[src/rtl/rsaasip_pipe_pkg.sv]
// rsaasip_pipe_pkg: shared types and constants for the vector pipeline registers
package rsaasip_pipe_pkg;

    // Default geometry of the vector datapath
    localparam int DEF_ARQ   = 16;
    localparam int DEF_LANES = 4;
    localparam int DEF_RA_W  = 4;
    localparam int DEF_CNT_W = 16;

    // Writeback source select encoding
    localparam logic WB_SEL_ALU = 1'b0;
    localparam logic WB_SEL_MEM = 1'b1;

    // Packed lane vector at the default geometry, lane 0 in the LSBs
    typedef logic [DEF_LANES-1:0][DEF_ARQ-1:0] lane_vec_t;

endpackage

[src/rtl/memwb_lane.sv]
// memwb_lane: one lane of the MEM/WB data registers plus its writeback mux
module memwb_lane
    import rsaasip_pipe_pkg::*;
#(
    parameter int ARQ = DEF_ARQ
) (
    input  logic           clk,
    input  logic           rst,
    input  logic           hold,
    input  logic           clear,
    input  logic           sel,
    input  logic [ARQ-1:0] alu_in,
    input  logic [ARQ-1:0] mem_in,
    output logic [ARQ-1:0] alu_out,
    output logic [ARQ-1:0] mem_out,
    output logic [ARQ-1:0] wb_data
);

    // Lane data: clear on reset or bubble, hold on stall, otherwise capture
    always_ff @(posedge clk) begin
        if (rst || clear) begin
            alu_out <= '0;
            mem_out <= '0;
        end else if (!hold) begin
            alu_out <= alu_in;
            mem_out <= mem_in;
        end
    end

    assign wb_data = (sel == WB_SEL_MEM) ? mem_out : alu_out;

endmodule

[src/rtl/memwb_pipe_vec.sv]
// memwb_pipe_vec: MEM/WB pipeline register for the vector datapath with forwarding tap and retire counter
module memwb_pipe_vec
    import rsaasip_pipe_pkg::*;
#(
    parameter int ARQ   = DEF_ARQ,
    parameter int LANES = DEF_LANES,
    parameter int RA_W  = DEF_RA_W,
    parameter int CNT_W = DEF_CNT_W
) (
    input  logic                 clk,
    input  logic                 rst,
    input  logic                 stall,
    input  logic                 flush,
    input  logic                 valid_in,
    input  logic                 mem_rd_mux_in,
    input  logic                 wb_enable_in,
    input  logic [RA_W-1:0]      rd_addr_in,
    input  logic [LANES-1:0]     lane_mask_in,
    input  logic [LANES*ARQ-1:0] alu_result_in,
    input  logic [LANES*ARQ-1:0] mem_result_in,
    output logic                 valid_out,
    output logic                 mem_rd_mux_out,
    output logic                 wb_enable_out,
    output logic [RA_W-1:0]      rd_addr_out,
    output logic [LANES-1:0]     lane_we_out,
    output logic [LANES*ARQ-1:0] alu_result_out,
    output logic [LANES*ARQ-1:0] mem_result_out,
    output logic [LANES*ARQ-1:0] wb_data_out,
    output logic                 fwd_valid,
    output logic [RA_W-1:0]      fwd_addr,
    output logic [CNT_W-1:0]     retired_cnt
);

    logic             valid_q;
    logic             sel_q;
    logic             wb_q;
    logic [RA_W-1:0]  rd_q;
    logic [LANES-1:0] mask_q;
    logic [CNT_W-1:0] cnt_q;
    logic             retire;

    // Control registers; wb_enable is qualified by valid as it is captured
    always_ff @(posedge clk) begin
        if (rst || flush) begin
            valid_q <= 1'b0;
            sel_q   <= WB_SEL_ALU;
            wb_q    <= 1'b0;
            rd_q    <= '0;
            mask_q  <= '0;
        end else if (!stall) begin
            valid_q <= valid_in;
            sel_q   <= mem_rd_mux_in;
            wb_q    <= wb_enable_in & valid_in;
            rd_q    <= rd_addr_in;
            mask_q  <= lane_mask_in;
        end
    end

    // The current occupant retires whenever it leaves the stage, even if the incoming one is flushed
    assign retire = valid_q & wb_q & ~stall & ~rst;

    // Saturating retired-writeback counter
    always_ff @(posedge clk) begin
        if (rst)
            cnt_q <= '0;
        else if (retire && (cnt_q != {CNT_W{1'b1}}))
            cnt_q <= cnt_q + 1'b1;
    end

    for (genvar l = 0; l < LANES; l++) begin : g_lane
        memwb_lane #(.ARQ(ARQ)) u_lane (
            .clk     (clk),
            .rst     (rst),
            .hold    (stall),
            .clear   (flush),
            .sel     (sel_q),
            .alu_in  (alu_result_in[l*ARQ +: ARQ]),
            .mem_in  (mem_result_in[l*ARQ +: ARQ]),
            .alu_out (alu_result_out[l*ARQ +: ARQ]),
            .mem_out (mem_result_out[l*ARQ +: ARQ]),
            .wb_data (wb_data_out[l*ARQ +: ARQ])
        );
    end

    assign valid_out      = valid_q;
    assign mem_rd_mux_out = sel_q;
    assign wb_enable_out  = wb_q & valid_q;
    assign rd_addr_out    = rd_q;
    assign lane_we_out    = mask_q & {LANES{wb_enable_out}};
    assign fwd_valid      = wb_enable_out;
    assign fwd_addr       = rd_q;
    assign retired_cnt    = cnt_q;

endmodule

[config.mk]
export PLATFORM = sky130hd
export DESIGN_NAME = memwb_pipe_vec
export DESIGN_NICKNAME = d
export VERILOG_FILES = /design/src/rtl/rsaasip_pipe_pkg.sv /design/src/rtl/memwb_lane.sv /design/src/rtl/memwb_pipe_vec.sv
export SDC_FILE = /design/constraint.sdc
export NUM_CORES = 1
export LEC_CHECK = 0
export ABC_CLOCK_PERIOD_IN_PS = 2000
export CAP_MARGIN = 40
export CORE_MARGIN = 3
export CORE_UTILIZATION = 35
export CTS_CLUSTER_DIAMETER = 30
export DETAILED_ROUTE_END_ITERATION = 8
export PLACE_DENSITY = 0.73
export SETUP_SLACK_MARGIN = 0.3
export SLEW_MARGIN = 20
export SYNTH_ARGS = -nofsm -noshare
export SYNTH_HDL_FRONTEND = slang
export SYNTH_HIERARCHICAL = 1
export SYNTH_SLANG_ARGS = --single-unit
[constraint.sdc]
create_clock -name clk -period 2 [get_ports clk]
set_input_delay 0.5 -clock clk [delete_from_list [all_inputs] [get_ports clk]]
set_output_delay 0.5 -clock clk [all_outputs]
set_load 0.02 [all_outputs]
==> metrics.txt <==
Vias/cell=4.688; drt wl/cell=17.67 µm; residual overflow from global routing=0; root buffer cell=clkbuf_16; Post-Route WL=22.79 mm; hold path depth=2; worst path cell trace=buf_6, buf_12, buf_6, mux2_4, buf_6; setup_tns=-4.740 ns; reg2reg start=valid_out; Worst-Skew Late Latency=0.41 ns; pre-CTS setup slack=-0.2646 ns; hold path startpoint=mask_q[0]; Worst Hold Class=flip-flop to flip-flop; delay-heaviest family, CP=buffers and inverters; Final Hold Violating Endpoints=0; Die Wd=147.0 µm; clock sink count=155; hold_ws=0.5030 ns; Layout Cells excl Fill=1290; synthesized area=0.006962 mm²; CTS max path bufs=2; Post-DP Area=0.01072 mm²; CTS tree=built; antenna violations before repair=1; Finish-stage setup viols=62; Power per Cell Area=641.9 mW/mm²; status=complete, but fails checks; Worst Tran Pin Value=0.5981 ns; Max VDD drop=0.0005435 V; vias in the first global route=5772; die area=0.02162 mm²; max incr delay on CP=0.42 ns; hold path endpoint=mask_q[0]; Avg Cell Area, Syn=10.88 µm²; final core utilization=60.60%; number of CTS-inserted buffers=17; DR DRC count=0; I/O pin cnt=367; proportion of layout cells with a drive suffix above 1=25.44%; syn_nets=784; most numerous cell on the critical path=buf_6; Clock Skew=0.009162 ns; sequential area share after synthesis=44.57%; number of max-cap violations=0; register area=0.003132 mm²; worst r2r dst=retired_cnt[8]; clock period minus worst slack=2.137 ns; critical path type=flip-flop to output port; filler cell count=1699; CORE AREA=0.01914 mm²; max frequency=0.4680 GHz; PnR worst setup slack=-0.1369 ns; required time worst endpoint=1.50 ns; first-pass GRT wire length=33.76 mm; Final Total Pwr=7.446 mW; crit path max fanout=8; DP Cell Count=1235; Tcrit/Tclk final=106.8%; clock transition at the registers of the reported paths=0.06 ns; worst-case reg-to-reg path depth=6; final instance area=0.01160 mm²; crit path DAT=1.64 ns; HPWL Detailed=16.18 mm; All-Layer GR Usage=19.74%; type of destination of the critical path=output port; FP Rows=50; ranking of synthesized cells by area=dfxtp_1 45%, mux2i_1 20%, mux2_4 8.6%; number of diodes=0; setup slack, reg-to-reg=0.31 ns; Slew headroom=60.13%; fraction of synthesized cell area taken by the top area cell type=44.57%; Nets=1161; RSZ-0062 raised after global routing=yes; H-tree depth=4; pin count of the biggest net entering global routing=77; Ys Warns=6; count of cell types in the netlist=37; Die H=147.0 µm; Port Buf Inserts=366; P_leak=5.491 nW; Layout area overhead=66.64%; failing checks=setup timing; first-pass iteration count of the detailed router=5; CP max-delay cell=dfxtp_4; flop and latch count out of synthesis=155; CTS hold repair buffers=0; initial core utilization=36.37%; Multi-input gate area=0.003518 mm²; DR iter-0 viols=193; antenna-violating nets left=0; post-synthesis cell count=640; CP Launch Type=flip-flop; Buffers & Inverters on Critical Path=4; Max Slew Vio Count=0; area leader, netlist=dfxtp_1; Placer Congestion=0.8141; via count=6047
## worst reg2reg max path, cell delays in order, from the launching register on
cell,delay [ns]
dfxtp_4,0.35
buf_6,0.10
buf_6,0.11
nand4bb_4,0.12
or2_4,0.28
or4_4,0.52
a21oi_2,0.13
## logic make-up after synthesis
| group | Yosys count | share of synthesized area (%) |
|---|---|---|
| AOI/OAI and AO/OA | 27 | 2.283 |
| DFF | 155 | 44.57 |
| muxes | 204 | 32.69 |
| buffers and inverters | 52 | 7.279 |
| adders and majority gates | 1 | 0.1797 |
| and+or+nand+nor | 201 | 12.99 |
## how the worst max path moves through the flow
stage | start | endpoint | slack [ns] | depth (start not counted)
finish | mem_rd_mux_out | wb_data_out[55] | -0.14 | 5
global route | mem_rd_mux_out | wb_data_out[19] | -0.20 | 4
CTS | mem_rd_mux_out | wb_data_out[55] | -0.21 | 5
detailed placement | rst | retired_cnt[14] | -0.26 | 5
global placement | rst | retired_cnt[8] | -0.24 | 5
floorplan | stall | retired_cnt[14] | 0.24 | 5
## area by class of cell
cell class	count	share of cell area [%]
clock buffers	19	3.732
clock inverters	13	0.9383
inverters	2	0.06471
multi-input cells	433	30.33
flip-flops and latches	155	27.00
well taps	260	2.804
repair buffers	408	35.14
## sequential cells by signal, summed over array words and instances, names as in the netlist
| register | flops |
|---|---|
| g_lane.u_lane/alu_out | 64 |
| g_lane.u_lane/mem_out | 64 |
| retired_cnt | 16 |
| fwd_addr | 4 |
| mask_q | 4 |
| mem_rd_mux_out | 1 |
| valid_out | 1 |
| wb_q | 1 |
## per-layer routing
layer  vias up  wire length, µm  part of all wire [%]  GRT usage [%]
met2       215            11670                    51          34.78
li1       2959                -                     -              -
met4         2              238                   1.0          3.868
met5         -               13                 0.057              0
met1      2855             9441                    41          24.26
met3        16             1432                   6.3          5.552
## power breakdown
group / internal [mW] / switching, mW
Combinational: 0.672 / 0.525
Clock: 1.62 / 1.38
Sequential: 3.17 / 0.0720
## cells in the mapped netlist, drive strengths merged
master / n
buf: 47
nand2: 6
and3: 6
o21ai: 5
a21oi: 13
inv: 2
nand3: 5
nand3b: 1
clkbuf: 3
o31a: 1
and2: 1
nor3: 4
o31ai: 5
nand4: 7
nand4bb: 1
dfxtp: 155
or4: 3
mux2: 67
a22oi: 1
or2: 7
o21a: 1
nor2: 144
ha: 1
nor4b: 1
o211ai: 1
and4: 1
nor4: 4
mux2i: 137
and4bb: 1
or3: 5
nor2b: 4
## repair_timing
| action | 4_1_cts | 5_1_grt |
|---|---|---|
| hold endpoints to repair | 0 | 0 |
| gates resized for setup | 557 | 81 |
| pin swaps | 1 | 7 |
| cloned | 4 | 1 |
| setup buffers | 12 | 6 |
| endpoints found under the setup margin | 231 | 98 |
## cell usage in the layout (no fill, tap or decap), drive strengths merged, types with 6 or more instances in the layout
cell	count
mux2	67
mux2i	137
nand2	6
nand4	7
clkdlybuf4s50	140
clkbuf	27
a21oi	13
nor2	144
dlygate4sd2	125
or2	7
dfxtp	155
inv	9
and3	6
buf	108
clkdlybuf4s15	26
(Power assumes the default switching activity.)
